**config.mk**
```make
export PLATFORM = sky130hd
export DESIGN_NAME = sram_stream_reader_flat
export DESIGN_NICKNAME = d
export VERILOG_FILES = /design/src/rtl/sram_stream_reader_if.sv /design/src/rtl/sram_stream_reader.sv /design/src/flat_wrapper.sv
export SDC_FILE = /design/constraint.sdc
export NUM_CORES = 1
export LEC_CHECK = 0
export ABC_AREA = 1
export CAP_MARGIN = 30
export CORE_MARGIN = 10
export CORE_UTILIZATION = 55
export CTS_CLUSTER_DIAMETER = 120
export DETAILED_ROUTE_END_ITERATION = 8
export DONT_BUFFER_PORTS = 1
export PLACE_DENSITY_LB_ADDON = 0.1
export SLEW_MARGIN = 25
export SYNTH_ARGS = -nofsm -noshare
export SYNTH_HDL_FRONTEND = slang
export SYNTH_SLANG_ARGS = --single-unit
export TNS_END_PERCENT = 1
```
**constraint.sdc**
```tcl
create_clock -name clk -period 4.15 [get_ports clk]
set_input_delay 0.415 -clock clk [delete_from_list [all_inputs] [get_ports clk]]
set_output_delay 0.415 -clock clk [all_outputs]
set_load 0.01 [all_outputs]
```
**src/rtl/sram_stream_reader_if.sv**
```systemverilog
// sram_stream_reader_if: control, SRAM read port and output stream of the reader
// SRAM_RD_ABORT_EN adds the abort input.
interface sram_stream_reader_if #(parameter int WIDTH = 64, parameter int DEPTH = 256);
  localparam int AW = $clog2(DEPTH);
  logic start;
  logic [AW-1:0] base_addr;
  logic [AW:0] len;
  logic busy;
  logic done;
  logic mem_we;
  logic [AW-1:0] mem_addr;
  logic [WIDTH-1:0] mem_rdata;
  logic m_valid;
  logic m_ready;
  logic [WIDTH-1:0] m_data;
`ifdef SRAM_RD_ABORT_EN
  logic abort;
  modport master(input start, base_addr, len, mem_rdata, m_ready, abort,
                 output busy, done, mem_we, mem_addr, m_valid, m_data);
  modport slave(output start, base_addr, len, mem_rdata, m_ready, abort,
                input busy, done, mem_we, mem_addr, m_valid, m_data);
`else
  modport master(input start, base_addr, len, mem_rdata, m_ready,
                 output busy, done, mem_we, mem_addr, m_valid, m_data);
  modport slave(output start, base_addr, len, mem_rdata, m_ready,
                input busy, done, mem_we, mem_addr, m_valid, m_data);
`endif
endinterface

```
**src/rtl/sram_stream_reader.sv**
```systemverilog
// sram_stream_reader: reads len words from a 1-cycle-latency SRAM into a 2-entry FIFO-backed stream
// SRAM_RD_ABORT_EN enables the abort input.
module sram_stream_reader #(
  parameter int WIDTH = 64,
  parameter int DEPTH = 256
) (
  input logic clk,
  input logic rst_n,
  sram_stream_reader_if.master bus
);
  localparam int AW = $clog2(DEPTH);
  localparam logic [AW:0] ONE = 1;
  typedef enum logic [1:0] {IDLE, READ, DRAIN} state_t;
  state_t state, state_n;
  logic [AW-1:0] nxt, last;
  logic [AW:0] rem, left;
  logic inflight, wp, rp, hs, issue, kill, fin;
  logic [1:0] cnt, occ;
  logic [WIDTH-1:0] fifo [2];
`ifdef SRAM_RD_ABORT_EN
  assign kill = bus.abort && state != IDLE;
`else
  assign kill = 1'b0;
`endif
  assign hs = bus.m_valid && bus.m_ready;
  // occupancy the FIFO will hold after this edge, counting the read already in flight
  assign occ = cnt + {1'b0, inflight} - {1'b0, hs};
  assign issue = state == READ && occ < 2'd2;
  assign fin = state == DRAIN && hs && left == ONE;
  assign bus.mem_addr = issue ? nxt : last;
  assign bus.mem_we = 1'b0;
  assign bus.busy = state != IDLE;
  assign bus.m_valid = cnt != 2'd0;
  assign bus.m_data = fifo[rp];
  always_ff @(posedge clk or negedge rst_n)
    if (!rst_n) state <= IDLE;
    else state <= state_n;
  always_comb begin
    state_n = kill ? IDLE :
              state == IDLE && bus.start && bus.len != '0 ? READ :
              issue && rem == ONE ? DRAIN :
              fin ? IDLE : state;
  end
  always_ff @(posedge clk or negedge rst_n) begin
    if (!rst_n) begin
      bus.done <= 1'b0;
      nxt <= '0;
      last <= '0;
      rem <= '0;
      left <= '0;
      inflight <= 1'b0;
      wp <= 1'b0;
      rp <= 1'b0;
      cnt <= 2'd0;
      fifo[0] <= '0;
      fifo[1] <= '0;
    end else begin
      bus.done <= kill || fin || (state == IDLE && bus.start && bus.len == '0);
      if (state == IDLE && bus.start) begin
        nxt <= bus.base_addr;
        rem <= bus.len;
        left <= bus.len;
      end
      if (issue) begin
        last <= nxt;
        nxt <= nxt == AW'(DEPTH - 1) ? '0 : nxt + 1'b1;
        rem <= rem - 1'b1;
      end
      if (hs) left <= left - 1'b1;
      if (kill) begin
        inflight <= 1'b0;
        wp <= 1'b0;
        rp <= 1'b0;
        cnt <= 2'd0;
      end else begin
        inflight <= issue;
        if (inflight) begin
          fifo[wp] <= bus.mem_rdata;
          wp <= ~wp;
        end
        if (hs) rp <= ~rp;
        cnt <= occ;
      end
    end
  end
endmodule
```
**src/flat_wrapper.sv**
```systemverilog
// flat-port wrapper written by rule: the top's interface ports become plain ports
module sram_stream_reader_flat 
#(
  parameter int WIDTH = 64,
  parameter int DEPTH = 256
)
  (clk, rst_n, bus_start, bus_base_addr, bus_len, bus_mem_rdata, bus_m_ready, bus_busy, bus_done, bus_mem_we, bus_mem_addr, bus_m_valid, bus_m_data);
  sram_stream_reader_if #(.WIDTH(WIDTH), .DEPTH(DEPTH)) bus_i ();
  input logic clk;
  input logic rst_n;
  input wire logic [$bits(bus_i.start)-1:0] bus_start;
  input wire logic [$bits(bus_i.base_addr)-1:0] bus_base_addr;
  input wire logic [$bits(bus_i.len)-1:0] bus_len;
  input wire logic [$bits(bus_i.mem_rdata)-1:0] bus_mem_rdata;
  input wire logic [$bits(bus_i.m_ready)-1:0] bus_m_ready;
  output wire logic [$bits(bus_i.busy)-1:0] bus_busy;
  output wire logic [$bits(bus_i.done)-1:0] bus_done;
  output wire logic [$bits(bus_i.mem_we)-1:0] bus_mem_we;
  output wire logic [$bits(bus_i.mem_addr)-1:0] bus_mem_addr;
  output wire logic [$bits(bus_i.m_valid)-1:0] bus_m_valid;
  output wire logic [$bits(bus_i.m_data)-1:0] bus_m_data;
  assign bus_i.start = bus_start;
  assign bus_i.base_addr = bus_base_addr;
  assign bus_i.len = bus_len;
  assign bus_i.mem_rdata = bus_mem_rdata;
  assign bus_i.m_ready = bus_m_ready;
  assign bus_busy = bus_i.busy;
  assign bus_done = bus_i.done;
  assign bus_mem_we = bus_i.mem_we;
  assign bus_mem_addr = bus_i.mem_addr;
  assign bus_m_valid = bus_i.m_valid;
  assign bus_m_data = bus_i.m_data;
  sram_stream_reader #(.WIDTH(WIDTH), .DEPTH(DEPTH)) u_core (.clk(clk), .rst_n(rst_n), .bus(bus_i));
endmodule
```
==> results of run 1 <==
[worst paths after layout]
path,start,endpoint,slack [ns],cells after the start
worst max-delay path,u_core.cnt[1],bus_mem_addr[2],0.69,14
worst min-delay path,rst_n,u_core.left[2],-0.31,0
worst max register to register,u_core.cnt[1],u_core.last[5],1.40,12
worst min register to register,u_core.fifo[103],u_core.fifo[103],0.48,2
max in group asynchronous,rst_n,u_core.rem[8],4.09,0
min in group clk,bus_base_addr[6],u_core.nxt[6],0.13,2
[layer usage]
| layer | global-route usage [%] | wire length, µm | vias up |
|---|---|---|---|
| met2 | 29.38 | 8791 | 139 |
| met1 | 24.43 | 8283 | 2822 |
| met4 | 4.239 | 138 | 0 |
| met5 | 0 | 0 | - |
| li1 | - | - | 3121 |
| met3 | 6.254 | 1190 | 13 |
[kinds of logic (layout without fill, tap and decap cells)]
family | Yosys count | count (layout)
compound gates | 176 | 176
xor+xnor | 9 | 9
fa+ha+maj | 6 | 6
buf+inv | 155 | 143
flops | 170 | 170
other cells | 1 | 1
simple gates | 506 | 506
[power by group through the flow]
| stage | clock network, mW | logic, mW | registers [mW] |
|---|---|---|---|
| after global placement | 0 | 3.27 | 2.98 |
| final | 1.60 | 3.31 | 2.99 |
| after detailed placement | 0 | 3.35 | 3.00 |
| after CTS | 1.64 | 3.36 | 2.99 |
| after global routing | 1.72 | 3.84 | 3.10 |
| after floorplan | 0 | 2.75 | 2.89 |
[cells in the mapped netlist, drive strengths merged]
cell type,n
nor3,5
nand3b,1
o21ai,167
nor4b,1
nor2,32
ha,6
o21a,1
conb,1
o211ai,2
dfrtp,170
inv,104
xnor2,3
nand2,437
clkbuf,31
or2,4
buf,20
nand3,25
a21oi,5
xor2,6
nand4,1
o31ai,1
[layout make-up]
class                           count  share of cell area [%]
Timing Repair Buffer                7                  0.8406
Clock buffer                       20                   5.290
Clock inverter                     12                   1.710
Inverter                          104                   4.551
Sequential cell                   170                   49.29
Tap cell                          180                   2.609
Multi-Input combinational cell    698                   35.71
[registers in the layout, summed over array words and instances, names as in the netlist]
name,count
u_core.fifo,128
u_core.left,9
u_core.rem,9
u_core.last,8
u_core.nxt,8
u_core.cnt,2
u_core.state,2
u_core.bus.done,1
u_core.inflight,1
u_core.rp,1
u_core.wp,1
[stage by stage]
| stage | util, % | area, µm² | power (mW) |
|---|---|---|---|
| 3_5_place_dp | 56.98 | 8001 | 6.354 |
| 6_report | 61.48 | 8633 | 7.903 |
| 4_1_cts | 61.28 | 8606 | 7.987 |
| 5_1_grt | 61.48 | 8633 | 8.661 |
| 3_3_place_gp | 56.98 | 8001 | 6.255 |
| 2_1_floorplan | - | 7966 | 5.632 |
[critical path, stage by stage, from the launching register on]
cell     delay, ns
dfrtp_1       0.41
nor2_2        0.23
nor2_8        0.08
inv_1         0.36
nand2_1       0.11
nand2_1       0.08
ha_1          0.17
inv_1         0.06
nand2_1       0.06
nand2_1       0.08
nand3_4       0.09
nand3_4       0.28
inv_2         0.35
nand2_1       0.09
nand2_1       0.14
==> flow_metrics.py, run 1 <==
metrics = {
    "timing": {
        "setup_viol": 0,
        "setup_slack_ns": 0.6908,
        "final_max_slew_viol_count": 0,
        "max_freq_ghz": 0.2891,
        "hold_viol": 170,
        "max_slew.worst_pin.slew_ns": 0.9047,
        "rsz0062_at_grt": "no",
        "setup_tns_ns": 0,
        "hold-worst-slack_ns": -0.3072,
        "period_needed_ns": 3.459,
        "fin_skew_ns": 0.009392,
        "slew-limit-headroom_pct": 39.60,
        "layout_worst_path_cycle_share_pct": 83.36,
    },
    "finish": {
        "nFillCells": 1319,
        "mostFrequentLayoutCell": "nand2_1",
        "top_library_cells_by_usage_in_the_layout_fill_and_taps_aside": "433 x nand2_1, 169 x dfrtp_1, 153 x o21ai_0, 99 x inv_1, 30 x nor2_1",
        "post_route_cells_drive_above_1_share_pct": 5.638,
        "footprint_of_the_multi_input_gates_um2": 3083,
        "number_of_standard_cells_in_the_layout_taps_in_and_fillers_out": 1191,
        "syn_to_final_growth_pct": 8.371,
        "seq_area_um2": 4255,
        "final_nets": 1089,
        "antennaDiodeCount": 0,
    },
    "floorplanning": {
        "fp.dieArea_um2": 19700,
        "die_height_um": 140.4,
        "die-width_um": 140.4,
        "num_rows": 43,
        "design.portCount": 161,
        "design.core.area_um2": 14040,
        "start_util_pct": 56.73,
    },
    "cts": {
        "clk_pin_slew_worst_paths_ns": 0.06,
        "tritoncts": "yes",
        "post_cts_resized": 0,
        "h-tree-depth": 4,
        "cts_setup_buffers": 0,
        "cts_buffers": 17,
        "clock_insertion_delay_worst_skew_ns": 0.42,
        "clock-sinks": 170,
        "cts_max_path_buffers": 2,
        "root_buffer": "clkbuf_16",
    },
    "grt": {
        "first_global_vias": 5884,
        "globalRoute.totalOverflow": 0,
        "grt_usage_pct": 18.69,
        "grt_start_max_net_pins": 171,
        "global_route_wire_length_before_repair_mm": 30.22,
        "number_of_antenna_violations_at_the_first_check_in_global_routing": 0,
    },
    "synthesis": {
        "post_synth_instance_area_um2": 7966,
        "synth_mux_area_share_pct": 0,
        "post_synth_adder_cell_area_pct": 0.9424,
        "number_of_warnings_printed_during_yosys_synthesis": 0,
        "syn-mean-instance-area_um2": 7.787,
        "synth_largest_area_cell": "dfrtp_1",
        "yosys.area_share.xor_xnor_pct": 0.9895,
        "post_synthesis_compound_gate_area_fraction_pct": 11.18,
        "synth_top_family_by_area": "simple AND/OR/NAND/NOR gates",
        "yosys_register_bits": 170,
        "post_synth_inst_count": 1023,
        "synth-simple-area-share_pct": 25.41,
        "synth_top_area_share_pct": 53.40,
        "yosysUniqueCellTypes": 33,
        "yosysSeqAreaShare_pct": 53.40,
        "mappedNetlistNets": 1114,
        "synth.area.top_cells": "dfrtp_1 53%, nand2_1 20%, o21ai_0 9.6%",
    },
    "drt": {
        "detail_route.vias_per_cell": 5.118,
        "detail-route-antenna-nets": 0,
        "drt_drc_violations_left": 0,
        "routed-via-count": 6095,
        "routed_wirelength_mm": 18.40,
        "first_pass_iters": 4,
        "routed_wire_length_per_instance_um": 15.45,
        "detailedRoute.firstIterationViolations": 499,
    },
    "power_and_ir_drop": {
        "power.switching_fraction_pct": 43.75,
        "highest_ir_drop_seen_on_vdd_v": 0.0006564,
        "pwr-share-clk_pct": 20.3,
        "power_leakage_nw": 4.575,
        "switchingPower_mw": 3.458,
        "pwr-share-comb_pct": 41.8,
        "power.share.sequential_pct": 37.9,
        "power_density_nw_per_um2": 915.4,
        "internal-power_mw": 4.445,
    },
    "critical_path": {
        "setup.worst_path.class": "flip-flop to output pin",
        "data_arrival_at_the_endpoint_of_the_critical_path_ns": 3.04,
        "startpoint_type": "flip-flop",
        "cp.required_ns": 3.73,
        "critPathMaxFanout": 34,
        "setup.worst_path.end_class": "output pin",
    },
    "place": {
        "finalWeightedCongestion": 0.8780,
        "portBuffers": 0,
        "place_hpwl_mm": 12.27,
        "numPlacedInstances": 1158,
        "detailedPlace.worstSlack_ns": 1.139,
    },
    "status": {
        "violations": "negative hold slack",
        "outcome": "finished, violations left",
    },
    "worst_hold_path": {
        "worst_hold_path_type": "input port to asynchronous set/reset pin",
    },
    "run": {
        "drv_cap": 0,
    },
}
(Power assumes the default switching activity.)
==> run 2: changes to the inputs <==
==> constraint.sdc (replaced) <==
create_clock -name clk -period 3.4 [get_ports clk]
set_input_delay 0.34 -clock clk [delete_from_list [all_inputs] [get_ports clk]]
set_output_delay 0.34 -clock clk [all_outputs]
set_load 0.01 [all_outputs]
==> run 2 against run 1 <==
Compared with the run above: largest cell class unchanged; hold slack lost 0.076 ns; critical path depth stayed put; critical path type unchanged; clock power is 31% higher; total power rose by 24%; global-route usage grew 0.21 points; highest routed layer unchanged; the run still ends with negative hold slack left; wire length up 1.7%.
==> flow_metrics.py, run 2 (synthesis results as in run 1) <==
metrics = {
    "power_and_ir_drop": {
        "highest_ir_drop_seen_on_vdd_v": 0.0006878,
        "power_leakage_nw": 4.597,
        "power_density_nw_per_um2": 1129,
    },
    "timing": {
        "setup_tns_ns": 0,
        "slew-limit-headroom_pct": 48.34,
        "rsz0062_at_grt": "no",
        "setup_viol": 0,
        "hold_viol": 170,
        "period_needed_ns": 3.037,
        "layout_worst_path_cycle_share_pct": 89.31,
        "hold-worst-slack_ns": -0.3835,
        "max_freq_ghz": 0.3293,
        "final_max_slew_viol_count": 0,
        "fin_skew_ns": 0.006182,
        "max_slew.worst_pin.slew_ns": 0.7749,
    },
    "cts": {
        "clk_pin_slew_worst_paths_ns": 0.06,
        "root_buffer": "clkbuf_16",
        "cts_buffers": 17,
        "clock_insertion_delay_worst_skew_ns": 0.42,
        "tritoncts": "yes",
        "cts_max_path_buffers": 2,
        "h-tree-depth": 4,
        "clock-sinks": 170,
    },
    "finish": {
        "final_nets": 1092,
        "footprint_of_the_multi_input_gates_um2": 3083,
        "flip_flop_count_of_the_largest_register_all_copies_and_words_added": 128,
        "syn_to_final_growth_pct": 9.000,
        "post-route-cell-area_um2": 8683,
        "largest_registers": "u_core.fifo: 128 flops, u_core.left: 9 flops, u_core.rem: 9 flops",
        "seq_area_um2": 4255,
        "top_library_cells_by_usage_in_the_layout_fill_and_taps_aside": "433 x nand2_1, 169 x dfrtp_1, 153 x o21ai_0, 98 x inv_1, 30 x nor2_1",
        "registers.top_by_ff_count": "u_core.fifo",
        "nFillCells": 1306,
        "mostFrequentLayoutCell": "nand2_1",
        "post_route_cells_drive_above_1_share_pct": 5.824,
        "antennaDiodeCount": 0,
    },
    "grt": {
        "number_of_antenna_violations_at_the_first_check_in_global_routing": 0,
        "grt_start_max_net_pins": 171,
        "grt_usage_pct": 18.90,
        "first_global_vias": 5881,
        "globalRoute.totalOverflow": 0,
        "global_route_wire_length_before_repair_mm": 30.39,
    },
    "critical_path": {
        "ff2ff_path_depth": 17,
        "cpPeakStageDelay_ns": 0.42,
        "data_arrival_at_the_endpoint_of_the_critical_path_ns": 2.70,
        "path_buf_inv": 3,
        "critPathSlowestCell": "dfrtp_1",
        "critPathMostFrequentCell": "nand2_1",
        "setup.worst_path.class": "flip-flop to output pin",
        "worst_r2r_startpoint": "u_core.cnt[1]",
        "setup.worst_path.end_class": "output pin",
        "startpoint_type": "flip-flop",
        "r2r-end": "u_core.nxt[0]",
        "critPathMaxFanout": 18,
        "crit_chain": "nor2_2, nor2_8, clkinvlp_4, nand2_1, nand2_1, ha_1, inv_1, nand2_1, nand2_1, nand2_2, nand3_4, inv_2, nand2_1, nand2_1",
        "cp_top_family": "simple AND/OR/NAND/NOR gates",
        "reg_to_reg_setup_timing_slack_ns": 0.80,
        "cp.required_ns": 3.06,
    },
    "drt": {
        "routed-via-count": 6183,
        "routed_wire_length_per_instance_um": 15.69,
        "routed_wirelength_mm": 18.71,
        "detail-route-antenna-nets": 0,
        "drt_drc_violations_left": 0,
        "detailedRoute.firstIterationViolations": 579,
        "first_pass_iters": 5,
        "detail_route.vias_per_cell": 5.183,
    },
    "worst_hold_path": {
        "worst_hold_path_type": "input port to asynchronous set/reset pin",
    },
    "place": {
        "portBuffers": 0,
        "place_hpwl_mm": 12.69,
        "placed_area_um2": 8031,
        "finalWeightedCongestion": 0.8739,
    },
    "floorplanning": {
        "fp.dieArea_um2": 19700,
        "design.core.area_um2": 14040,
        "num_rows": 43,
        "die_height_um": 140.4,
        "die-width_um": 140.4,
        "design.portCount": 161,
        "start_util_pct": 56.73,
    },
    "status": {
        "violations": "negative hold slack",
        "outcome": "finished, violations left",
    },
    "run": {
        "drv_cap": 0,
    },
}
[run 2: cell types whose count changed in the layout (fill, tap and decap cells not counted)]
cell       delta
clkbuf_8      +4
buf_16        -1
clkbuf_1      +1
clkinv_4      -2
clkinv_2      -4
inv_1         -1
buf_4         +4
bufinv_16     +1
[run 2: final cells by class]
cell class              count  share of cell area [%]
flip-flops and latches    170                   49.01
multi-input cells         698                   35.50
clock buffers              25                   5.937
inverters                 104                   4.568
well taps                 180                   2.594
clock inverters             6                   1.527
repair buffers             10                  0.8646
[run 2: repair_timing]
item / in CTS / in global routing
resized for setup: 0 / 1
setup buffers: 0 / 0
endpoints found under the hold margin: 170 / 170
endpoints found under the setup margin: 0 / 8
[run 2: layer usage]
metal,vias up,wire [µm],GRT usage (%)
li1,3117,-,-
met1,2914,8470,24.40
met2,137,8926,29.83
met3,15,1184,5.815
met4,0,132,5.652
met5,-,0,0
[run 2: worst max-delay path by stage]
| stage | start | end | depth (start not counted) |
|---|---|---|---|
| global route | u_core.cnt[1] | bus_mem_addr[4] | 14 |
| detailed placement | u_core.cnt[1] | bus_mem_addr[4] | 14 |
| finish | u_core.cnt[1] | bus_mem_addr[4] | 14 |
| floorplan | u_core.cnt[1] | bus_mem_addr[0] | 14 |
| CTS | u_core.cnt[1] | bus_mem_addr[4] | 14 |
| global placement | u_core.cnt[1] | bus_mem_addr[1] | 14 |
[run 2: where the power goes]
part	switching [mW]	internal, mW
sequential	0.604	3.05
combinational	2.87	1.19
clock	0.744	1.34
[run 2: worst register-to-register path: stages, from the launching register on]
cell and delay, ns:
dfrtp_1 0.41, nor2_2 0.09, nor2_8 0.16, clkinvlp_4 0.27, nand2_1 0.12, nand2_1 0.06, ha_1 0.21, inv_1 0.10
nand2_1 0.06, nand2_1 0.08, nand2_2 0.08, nand3_4 0.19, buf_4 0.25, nand2_4 0.09, inv_4 0.16, nand2_1 0.07
nand2_1 0.06, inv_1 0.03
[run 2: through the flow]
stage / setup WS [ns] / power [mW] / utilization, % / instances / hold slack (ns)
after CTS: 0.1902 / 9.917 / 61.81 / 1193 / -0.4035
after detailed placement: 0.6555 / 7.796 / 57.19 / 1162 / 0.05007
after floorplan: 0.9128 / 6.874 / - / 1023 / 0.04441
after global placement: 0.7124 / 7.687 / 57.19 / 1162 / 0.04927
final: 0.3633 / 9.801 / 61.84 / 1193 / -0.3835
after global routing: 0.05650 / 10.71 / 61.84 / 1193 / -0.4086
